$ cat src/rtl/dds_phase_gen.sv
// Phase-accumulator front end for the DDS wave path: FTW load handshake, linear
// sweep FSM, and registered LUT-address / sawtooth / square / triangle samples.
module dds_phase_gen #(
    parameter int unsigned         ACC_W   = 32,
    parameter int unsigned         OUT_W   = 8,
    parameter logic [ACC_W-1:0]    FTW_RST = 32'h0000_0100
) (
    input  logic             clk_in,
    input  logic             rst,
    input  logic             run_en,
    input  logic [ACC_W-1:0] ftw_in,
    input  logic             ftw_valid,
    output logic             ftw_ready,
    input  logic             sweep_start,
    input  logic [ACC_W-1:0] sweep_step,
    input  logic [ACC_W-1:0] sweep_limit,
    output logic             sweep_done,
    output logic [OUT_W-1:0] lut_addr,
    output logic [OUT_W-1:0] saw_out,
    output logic [OUT_W-1:0] sq_out,
    output logic [OUT_W-1:0] tri_out,
    output logic             wrap,
    output logic [1:0]       state_out
);

    typedef enum logic [1:0] {
        StIdle  = 2'd0,
        StRun   = 2'd1,
        StSweep = 2'd2
    } state_e;

    state_e           state_q, state_d;
    logic [ACC_W-1:0] acc_q, acc_d;
    logic [ACC_W-1:0] ftw_q, ftw_d;
    logic [ACC_W-1:0] step_q, step_d;
    logic [ACC_W-1:0] limit_q, limit_d;
    logic             wrap_q, done_q, done_d;
    logic [OUT_W-1:0] phase_q, phase_d;
    logic [OUT_W-1:0] sq_q, sq_d;
    logic [OUT_W-1:0] tri_q, tri_d;

    logic             active;
    logic             carry;
    logic             ftw_xfer;
    logic [ACC_W-1:0] ftw_load;
    logic [ACC_W:0]   acc_sum;
    logic [ACC_W:0]   step_sum;
    logic             sweep_end;
    logic [OUT_W-1:0] tri_bits;

    always_comb begin
        ftw_ready = !rst && (state_q != StSweep);
        ftw_xfer  = ftw_valid && ftw_ready;
        ftw_load  = ftw_xfer ? ftw_in : ftw_q;

        active  = (state_q != StIdle);
        acc_sum = {1'b0, acc_q} + {1'b0, ftw_q};
        acc_d   = active ? acc_sum[ACC_W-1:0] : acc_q;
        carry   = active && acc_sum[ACC_W];

        // Carry out of the step add counts as reaching the limit.
        step_sum  = {1'b0, ftw_q} + {1'b0, step_q};
        sweep_end = step_sum[ACC_W] || (step_sum[ACC_W-1:0] >= limit_q);
    end

    always_comb begin
        state_d = state_q;
        ftw_d   = ftw_load;
        step_d  = step_q;
        limit_d = limit_q;
        done_d  = 1'b0;
        if (!run_en) begin
            state_d = StIdle;
        end else begin
            case (state_q)
                StIdle: begin
                    state_d = StRun;
                end
                StRun: begin
                    if (sweep_start) begin
                        if (sweep_limit <= ftw_load) begin
                            done_d = 1'b1;
                        end else begin
                            state_d = StSweep;
                            step_d  = sweep_step;
                            limit_d = sweep_limit;
                        end
                    end
                end
                StSweep: begin
                    if (carry) begin
                        if (sweep_end) begin
                            ftw_d   = limit_q;
                            state_d = StRun;
                            done_d  = 1'b1;
                        end else begin
                            ftw_d = step_sum[ACC_W-1:0];
                        end
                    end
                end
                default: begin
                    state_d = StIdle;
                end
            endcase
        end
    end

    // Samples are formed from the post-update accumulator value.
    always_comb begin
        phase_d  = acc_d[ACC_W-1 -: OUT_W];
        sq_d     = {OUT_W{acc_d[ACC_W-1]}};
        tri_bits = acc_d[ACC_W-2 -: OUT_W];
        tri_d    = acc_d[ACC_W-1] ? ~tri_bits : tri_bits;
    end

    always_ff @(posedge clk_in) begin
        if (rst) begin
            state_q <= StIdle;
            acc_q   <= '0;
            ftw_q   <= FTW_RST;
            step_q  <= '0;
            limit_q <= '0;
            wrap_q  <= 1'b0;
            done_q  <= 1'b0;
            phase_q <= '0;
            sq_q    <= '0;
            tri_q   <= '0;
        end else begin
            state_q <= state_d;
            acc_q   <= acc_d;
            ftw_q   <= ftw_d;
            step_q  <= step_d;
            limit_q <= limit_d;
            wrap_q  <= carry;
            done_q  <= done_d;
            phase_q <= phase_d;
            sq_q    <= sq_d;
            tri_q   <= tri_d;
        end
    end

    assign lut_addr   = phase_q;
    assign saw_out    = phase_q;
    assign sq_out     = sq_q;
    assign tri_out    = tri_q;
    assign wrap       = wrap_q;
    assign sweep_done = done_q;
    assign state_out  = state_q;

endmodule

$ cat config.mk
export PLATFORM = sky130hd
export DESIGN_NAME = dds_phase_gen
export DESIGN_NICKNAME = d
export VERILOG_FILES = /design/src/rtl/dds_phase_gen.sv
export SDC_FILE = /design/constraint.sdc
export NUM_CORES = 1
export LEC_CHECK = 0
export ABC_CLOCK_PERIOD_IN_PS = 3900
export CAP_MARGIN = 20
export CORE_ASPECT_RATIO = 1.2
export CORE_MARGIN = 1.5
export CORE_UTILIZATION = 35
export CTS_CLUSTER_DIAMETER = 200
export DETAILED_ROUTE_END_ITERATION = 10
export HOLD_SLACK_MARGIN = 0.03
export SETUP_SLACK_MARGIN = 0.1
export SYNTH_ARGS = -nofsm -noshare
export SYNTH_HDL_FRONTEND = slang
export SYNTH_SLANG_ARGS = --single-unit
$ cat constraint.sdc
create_clock -name clk_in -period 3.9 [get_ports clk_in]
set_input_delay 0.585 -clock clk_in [delete_from_list [all_inputs] [get_ports clk_in]]
set_output_delay 0.585 -clock clk_in [all_outputs]
set_load 0.005 [all_outputs]
==> results_dict.tcl, run 1 <==
set metrics [dict create \
    grt_overflow 0 \
    h-tree-depth 4 \
    mostFrequentLayoutCell "buf_4" \
    power_uw 4806 \
    first_pass_iters 4 \
    grt_usage 0.2182 \
    clk_pin_slew_ns 0.06 \
    cpPeakStageDelay_ns 0.50 \
    netlist_instances 1256 \
    cts_buffer_depth 2 \
    vdd_drop_max_mv 0.2435 \
    cts_sinks 140 \
    root_buffer "clkbuf_16" \
    leakagePower_uw 0.006730 \
    fillers 2751 \
    synth_enable_flop_cells 0 \
    io_buffers 137 \
    vias 10300 \
    muxShareOfSynthArea 0.1168 \
    synth_compound_area_frac 0.2184 \
    tritoncts "yes" \
    cp_max_fo 8 \
    synthAdderAreaFrac 0.1538 \
    hold_class "flop to flop" \
    rows 70 \
    ys.flop_type "dfxtp_1" \
    arrival_ns 4.71 \
    dp_hpwl_microns 26860 \
    final_max_slew_viol_count 0 \
    viasPerCell 5.192 \
    ff2ff_path_depth 20 \
    crit_family "compound AO/OA/AOI/OAI gates" \
    power_density_nw_per_um2 304.0 \
    die_h_microns 196.5 \
    fin_util 0.5173 \
    cp_common_cell "o211ai_1" \
    avgSynthCellArea_sq_um 8.691 \
    endpoint_kind "flop" \
    synth.net_count 1490 \
    synth_top_cell_by_area "dfxtp_1" \
    antenna_cells 0 \
    hold_viol 0 \
    fin_tns_setup_ns -14.70 \
    mostFrequentLayoutCells "219 x buf_4, 138 x nor2_1, 136 x clkdlybuf4s50_1, 129 x dfxtp_1, 114 x ha_1" \
    grt_max_degree 89 \
    p_clk_frac 0.392 \
    postRouteAntennaNets 0 \
    seq_area_frac_synth 0.2568 \
    drc 0 \
    switching_share 0.2800 \
    place_area_sq_um 14240 \
    final.setup.worst_slack_ns -0.4860 \
    worst_slew_pin_slew_ns 1.094 \
    io_pins 138 \
    ys_types 77 \
    antenna_found_initial 0 \
    numCtsBuffers 17 \
    max_freq_mhz 228.0 \
    ys_warn_count 0 \
    layout-drive-gt1-share 0.2645 \
    wl_microns 34610 \
    crit_required_ns 4.23 \
    cp-start-kind "flop" \
    power_frac_seq 0.317 \
    gp_congestion 0.9646 \
    crit_cells 20 \
    power_frac_comb 0.291 \
    syn_to_final_growth_pct 44.85 \
    synth_area_sq_um 10920 \
    yosysTopAreaCellShare 0.2568 \
    p_switching_uw 1346 \
    relSlewSlack 0.2708 \
    synth-xor-area-share 0.04975 \
    core-area_sq_um 30570 \
    path_cells "ha_2, o21ai_0, nor2_2, o21bai_4, a211oi_4, nand2b_4, a221o_1, or4b_4, o311ai_4, ha_4, a21oi_2, nor2b_1, o21ai_1, o211ai_1, a31oi_1, o211ai_1, nor2_4, buf_12, mux2_4, o22a_1" \
    nNetsFinal 1809 \
    die_x_microns 164.2 \
    rsz0062_at_grt "true" \
    synth_area_leaders "dfxtp_1 26%, ha_1 15%, mux2i_1 11%, nor2_1 4.8%, a21oi_1 4.3%" \
    maxCapViolCount 0 \
    violations "negative setup slack" \
    period_minus_slack_ns 4.386 \
    setup_viol 35 \
    start_util 0.3571 \
    status "finished, violations left" \
    grt_pass1_wl_microns 54640 \
    crit_buf_inv 1 \
    synth_seq_cells 140 \
    first_iter_violations 560 \
    whs_path_depth 2 \
    synth_top_family_by_area "compound AO/OA/AOI/OAI gates" \
    dieArea_sq_um 32260 \
    insertion_delay_ns 0.45 \
    cpMaxStageDelayCell "or4b_4" \
    first_global_vias 10470 \
    path_class "flop to flop" \
    finClkSkew_ns 0.01390 \
    fin_area_sq_um 15810 \
    async_flop_share 0 \
    yosys.area_share.simple 0.1442 \
    timing.final.crit_share 1.125 \
    hold-worst-slack_ns 0.4690 \
    power.internal_uw 3460 \
    avgRoutedWirePerCell_microns 17.45 \
]
-- registers in the layout, indices dropped and copies added, names as in the netlist --
name        count
acc_q          32
ftw_q          32
limit_q        32
state_out       2
step_q         32
sweep_done      1
tri_out         8
wrap            1
-- power groups by stage --
stage               clock network [uW]  registers [uW]  logic [uW]
floorplan                            0            1540         643
finish                            1880            1520        1400
CTS                               1920            1520        1320
detailed placement                   0            1550        1170
global placement                     0            1550        1160
global route                      1970            1530        1500
-- area by class of cell --
| cell class | count | area [sq um] | share of cell area |
|---|---|---|---|
| clock buffers | 23 | 488.0 | 0.03086 |
| clock inverters | 9 | 180.2 | 0.01140 |
| well taps | 396 | 495.5 | 0.03134 |
| inverters | 51 | 191.4 | 0.01211 |
| repair buffers | 382 | 3523 | 0.2228 |
| flip-flops and latches | 140 | 2816 | 0.1781 |
| multi-input cells | 983 | 8117 | 0.5133 |
-- worst paths after layout --
check        slack, ns      start         to
min reg2reg       0.47  acc_q[20]  acc_q[20]
max              -0.49  step_q[3]   ftw_q[8]
min               0.47  acc_q[20]  acc_q[20]
max reg2reg      -0.49  step_q[3]   ftw_q[8]
-- cell usage after synthesis, types with 6 or more instances --
| library cell | n |
|---|---|
| buf_4 | 28 |
| buf_6 | 6 |
| a21oi_1 | 93 |
| a21o_1 | 60 |
| nand3_1 | 17 |
| inv_1 | 51 |
| ha_1 | 131 |
| clkbuf_1 | 38 |
| nor2b_1 | 34 |
| nand2b_1 | 7 |
| o21a_1 | 8 |
| o21ai_0 | 50 |
| o211ai_1 | 10 |
| or3_1 | 10 |
| mux2i_1 | 124 |
| xnor2_1 | 46 |
| nand2_1 | 67 |
| o21bai_1 | 10 |
| nor2_1 | 140 |
| a211oi_1 | 14 |
| nand4_1 | 21 |
| a31oi_1 | 8 |
| a211oi_2 | 23 |
| and3_1 | 7 |
| xor2_1 | 16 |
| buf_2 | 7 |
| dfxtp_1 | 140 |
| and2_1 | 6 |
-- what timing repair did --
| action | 4_1_cts | 5_1_grt |
|---|---|---|
| pin swaps | 22 | 45 |
| gates cloned | 4 | 0 |
| buffers inserted | 15 | 6 |
| hold buffers | 0 | 0 |
| hold endpoints to repair | 0 | 0 |
| setup endpoints to repair | 99 | 100 |
| resized for setup | 49 | 73 |
-- kinds of logic after synthesis --
kind of cell / Yosys count
simple gates: 333
compound gates: 328
flops: 140
buf+inv: 133
fa+ha+maj: 133
mux: 127
xor+xnor: 62
-- per-stage QoR --
step	cells	setup slack, ns
6_report	1984	-0.4860
5_1_grt	1984	-0.6869
4_1_cts	1978	-0.4968
3_5_place_dp	1927	-0.6590
3_3_place_gp	1927	-0.5342
2_1_floorplan	1256	-0.1619
-- worst reg2reg max path: stages, from the launching register on --
cell,delay (ns)
dfxtp_1,0.33
ha_2,0.37
o21ai_0,0.11
nor2_2,0.19
o21bai_4,0.11
a211oi_4,0.30
nand2b_4,0.18
a221o_1,0.23
or4b_4,0.50
o311ai_4,0.12
ha_4,0.26
a21oi_2,0.11
nor2b_1,0.05
o21ai_1,0.11
o211ai_1,0.10
a31oi_1,0.16
o211ai_1,0.17
nor2_4,0.18
buf_12,0.17
mux2_4,0.31
o22a_1,0.19
-- per-layer routing --
| metal | GRT usage | vias to the layer above | wire (microns) |
|---|---|---|---|
| met5 | 0 | - | 0 |
| met4 | 0.08485 | 0 | 1184 |
| met3 | 0.03157 | 69 | 1197 |
| met2 | 0.3727 | 222 | 16860 |
| met1 | 0.2746 | 4844 | 15360 |
| li1 | - | 5166 | - |
(Power assumes the default switching activity.)
==> inputs of run 2 (changes only) <==
CORE_ASPECT_RATIO = 0.8   (was 1.2)
TNS_END_PERCENT = 5   (was not set)
==> run 2 against run 1 <==
Net effect: the run still ends with negative setup slack left; core utilization down 2.3 points; combinational power is 9% lower; register-to-register slack lost 0.05 ns; global-route usage is 0.30 points lower; hold slack improved by 0.0011 ns; final cell count is 0.91% lower; critical path type unchanged; largest cell class unchanged; highest routed layer unchanged.
==> results_dict.tcl, run 2 (synthesized netlist as in run 1, its figures left out) <==
set metrics [dict create \
    antenna_cells 0 \
    max_freq_mhz 225.6 \
    io_pins 138 \
    grt_usage 0.2152 \
    hold_class "flop to flop" \
    wl_microns 34880 \
    postRouteAntennaNets 0 \
    fin_tns_setup_ns -18.33 \
    first_global_vias 9974 \
    die_h_microns 161.0 \
    crit_buf_inv 2 \
    h-tree-depth 4 \
    die_x_microns 200.4 \
    worst_slew_pin_slew_ns 0.9349 \
    dr.max_layer_used "met4" \
    rows 57 \
    placed_cells 1919 \
    cp-start-kind "flop" \
    crit_family "compound AO/OA/AOI/OAI gates" \
    cts_buffer_depth 2 \
    dp_hpwl_microns 27520 \
    vias 10200 \
    syn_to_final_growth_pct 38.32 \
    status "finished, violations left" \
    layout-drive-gt1-share 0.2312 \
    drc 0 \
    timing.final.crit_share 1.137 \
    io_buffers 137 \
    wl_met2_microns 15160 \
    dieArea_sq_um 32260 \
    insertion_delay_ns 0.43 \
    root_buffer "clkbuf_16" \
    mostFrequentLayoutCell "buf_4" \
    cp_max_fo 7 \
    cpPeakStageDelay_ns 0.50 \
    grt_overflow 0 \
    cpMaxStageDelayCell "or4b_4" \
    hold_viol 0 \
    vdd_drop_max_mv 0.3122 \
    final_cells 1966 \
    mostFrequentLayoutCells "200 x buf_4, 138 x nor2_1, 136 x clkdlybuf4s50_1, 129 x dfxtp_1, 120 x ha_1" \
    gp_congestion 0.9411 \
    final.setup.worst_slack_ns -0.5329 \
    first_pass_iters 8 \
    final_max_slew_viol_count 0 \
    crit_required_ns 4.17 \
    cts_sinks 140 \
    hold_buffers 0 \
    antenna_found_initial 0 \
    power_density_nw_per_um2 300.6 \
    endpoint_kind "flop" \
    setup_viol 86 \
    relSlewSlack 0.3767 \
    maxCapViolCount 0 \
    path_cells "ha_4, and3_4, o2111ai_2, o21bai_4, a211oi_4, nand2b_4, a221o_1, or4b_4, o311ai_4, ha_4, a21oi_2, nor2b_1, o21ai_1, o211ai_1, a31oi_1, o211ai_1, nor2_4, buf_12, buf_12, mux2i_2, a211oi_2" \
    core-area_sq_um 30520 \
    rsz0062_at_grt "true" \
    start_util 0.3576 \
    finClkSkew_ns 0.01457 \
    first_iter_violations 448 \
    grt_pass1_wl_microns 54440 \
    viasPerCell 5.190 \
    numCtsBuffers 17 \
    arrival_ns 4.70 \
    leakagePower_uw 0.006430 \
    power_uw 4538 \
    nNetsFinal 1774 \
    period_minus_slack_ns 4.433 \
    tritoncts "yes" \
    wl_met3_microns 1805 \
    grt_max_degree 73 \
    drt-met1-wl_microns 17240 \
    clk_pin_slew_ns 0.07 \
    path_class "flop to flop" \
    violations "negative setup slack" \
    avgRoutedWirePerCell_microns 17.74 \
]
## run 2: per-stage QoR
stage | cell area [sq um] | util | hold WS (ns) | setup slack (ns)
5_1_grt | 15100 | 0.4946 | 0.4847 | -0.7803
3_5_place_dp | 14030 | 0.4597 | 0.4595 | -0.5593
6_report | 15100 | 0.4946 | 0.4701 | -0.5329
2_1_floorplan | 11030 | - | 0.4453 | -0.1619
3_3_place_gp | 14030 | 0.4597 | 0.4524 | -0.4167
4_1_cts | 14810 | 0.4850 | 0.4716 | -0.5243
## run 2: path summary, 6_finish.rpt
kind / from / endpoint / slack (ns) / cells after the start
max: ftw_q[10] / ftw_q[16] / -0.53 / 21
min: acc_q[18] / acc_q[18] / 0.47 / 2
max reg2reg: ftw_q[10] / ftw_q[16] / -0.53 / 21
min reg2reg: acc_q[18] / acc_q[18] / 0.47 / 2
## run 2: cell type report
cell class              instances  area [sq um]
clock buffers                  20         456.7
repair buffers                347          3085
inverters                      51         191.4
fillers                      2960         15430
well taps                     413         516.7
flip-flops and latches        140          2816
clock inverters                12         161.4
multi-input cells             983          7870
## run 2: metal layers
metal / up-vias / track usage
met1: 4843 / 0.2980
met4: 0 / 0.06186
met5: - / 0
met2: 215 / 0.3354
met3: 39 / 0.04627
li1: 5107 / -
## run 2: worst register-to-register path, delay by kind of cell, from the launching register on
| family | cells | cell delay, ns |
|---|---|---|
| AOI/OAI and AO/OA | 11 | 1.79 |
| and+or+nand+nor | 5 | 1.11 |
| adders and majority gates | 2 | 0.53 |
| DFF | 1 | 0.34 |
| buffers and inverters | 2 | 0.30 |
| muxes | 1 | 0.23 |
## run 2: power breakdown
group          internal, uW  total [uW]  switching, uW
Sequential             1480        1520           39.6
Combinational           681        1280            594
Clock                  1050        1740            695
## run 2: timing repair
action | in CTS | in global routing
gates resized for setup | 21 | 51
pin swaps | 18 | 34
cloned | 1 | 0
buffers inserted | 8 | 6
setup endpoints to repair | 99 | 99
==> inputs of run 3 (changes only) <==
REMOVE_ABC_BUFFERS = 1   (was not set)
==> run 3 against run 2 <==
Net effect: the run still ends with negative setup slack left; critical path type unchanged; first-iteration DRC count up 78%; global-route usage down 0.20 points; via count down 0.50%; combinational power about the same; sequential share of layout area down 0.11 points; wire length down 1.6%; sequential power about the same; largest cell class unchanged; fmax down 1.4%; final cell count up 0.36%.
==> results_dict.tcl, run 3 (synthesized netlist as in run 1, its figures left out) <==
set metrics [dict create \
    fin_tns_setup_ns -17.32 \
    ff2ff_path_depth 23 \
    max_freq_mhz 222.4 \
    nNetsFinal 1781 \
    timing.final.crit_share 1.153 \
    fillers 2920 \
    tritoncts "yes" \
    die_h_microns 161.0 \
    antenna_found_initial 0 \
    rsz0062_at_grt "true" \
    h-tree-depth 4 \
    core-area_sq_um 30520 \
    whs_path_depth 2 \
    final.setup.worst_slack_ns -0.5964 \
    first_iter_violations 799 \
    dp_hpwl_microns 26520 \
    first_pass_iters 7 \
    cts_buffer_depth 2 \
    io_pins 138 \
    postRouteAntennaNets 0 \
    viasPerCell 5.146 \
    maxCapViolCount 0 \
    wl_microns 34300 \
    layout-drive-gt1-share 0.2365 \
    io_buffers 137 \
    power_uw 4480 \
    avgRoutedWirePerCell_microns 17.39 \
    grt_max_degree 59 \
    crit_required_ns 4.20 \
    start_util 0.3576 \
    cp_max_fo 5 \
    antenna_cells 0 \
    fin_util 0.4971 \
    relSlewSlack 0.5059 \
    final_max_slew_viol_count 0 \
    grt_usage 0.2133 \
    endpoint_kind "flop" \
    grt_overflow 0 \
    hold_viol 0 \
    grt_pass1_wl_microns 54370 \
    vias 10150 \
    leakagePower_uw 0.006462 \
    path_class "flop to flop" \
    cts_sinks 140 \
    worst_slew_pin_slew_ns 0.7412 \
    power_density_nw_per_um2 295.3 \
    mostFrequentLayoutCell "buf_4" \
    vdd_drop_max_mv 0.2808 \
    finClkSkew_ns 0.01704 \
    die_x_microns 200.4 \
    dieArea_sq_um 32260 \
    drc 0 \
    mostFrequentLayoutCells "204 x buf_4, 137 x nor2_1, 136 x clkdlybuf4s50_1, 131 x dfxtp_1, 121 x ha_1" \
    hold_class "flop to flop" \
    gp_congestion 0.9083 \
    violations "negative setup slack" \
    clk_pin_slew_ns 0.07 \
    root_buffer "clkbuf_16" \
    status "finished, violations left" \
    rows 57 \
    setup_viol 35 \
    syn_to_final_growth_pct 39.01 \
    period_minus_slack_ns 4.496 \
    cp-start-kind "flop" \
    arrival_ns 4.79 \
    insertion_delay_ns 0.44 \
    first_global_vias 9965 \
    numCtsBuffers 17 \
]
[run 3: final timing paths]
| path | start | end | slack (ns) |
|---|---|---|---|
| setup / recovery | ftw_q[9] | ftw_q[1] | -0.60 |
| hold / removal | acc_q[10] | acc_q[10] | 0.47 |
| setup reg to reg | ftw_q[9] | ftw_q[1] | -0.60 |
| hold reg to reg | acc_q[10] | acc_q[10] | 0.47 |
[run 3: timing repair]
item	in CTS	in global routing
pin swaps	42	25
setup buffers	15	3
cloned	2	0
hold buffers	0	0
endpoints found under the setup margin	99	101
gates resized for setup	82	21
[run 3: cell type report]
cell class                      instances  area (sq um)  share of cell area
Timing Repair Buffer                  354          3166              0.2086
Multi-Input combinational cell        983          7913              0.5215
Tap cell                              413         516.7             0.03406
Inverter                               51         191.4             0.01262
Clock inverter                         13         130.1            0.008576
Clock buffer                           19         442.9             0.02919
Sequential cell                       140          2814              0.1855
[run 3: critical path, cell delays in order (launching register included)]
cell and delay (ns):
dfxtp_2 0.34, ha_4 0.28, and3_4 0.20, o2111ai_2 0.10, o21bai_4 0.21, a211oi_4 0.29, nand2b_4 0.18, a221o_1 0.18
or4b_4 0.49, o311ai_4 0.10, buf_6 0.14, ha_4 0.19, a21oi_2 0.14, nor2b_1 0.06, o21ai_1 0.12, o211ai_1 0.10
a31oi_1 0.18, o211ai_1 0.19, nor2_4 0.19, buf_12 0.15, buf_12 0.11, buf_8 0.12, mux2i_2 0.22, a211oi_2 0.08
[run 3: metal layers]
metal / routed length [microns] / up-vias / global-route usage
met4: 497 / 0 / 0.04956
met5: 0 / - / 0
met1: 17270 / 4752 / 0.3037
li1: - / 5105 / -
met2: 15030 / 262 / 0.3393
met3: 1501 / 34 / 0.03024
[run 3: per-stage QoR]
step | std cells | hold slack, ns | worst slack [ns] | instance area (sq um)
detailed placement | 1921 | 0.4610 | -0.8179 | 13910
global route | 1973 | 0.4836 | -0.8493 | 15170
floorplan | 1174 | 0.4392 | -2.473 | 10450
finish | 1973 | 0.4681 | -0.5964 | 15170
global placement | 1921 | 0.4531 | -0.7291 | 13910
CTS | 1970 | 0.4703 | -0.5452 | 15040
[run 3: report_power, final]
group | switching (uW) | internal (uW) | total, uW
Sequential | 40.0 | 1480 | 1520
Clock | 734 | 911 | 1650
Combinational | 606 | 709 | 1310
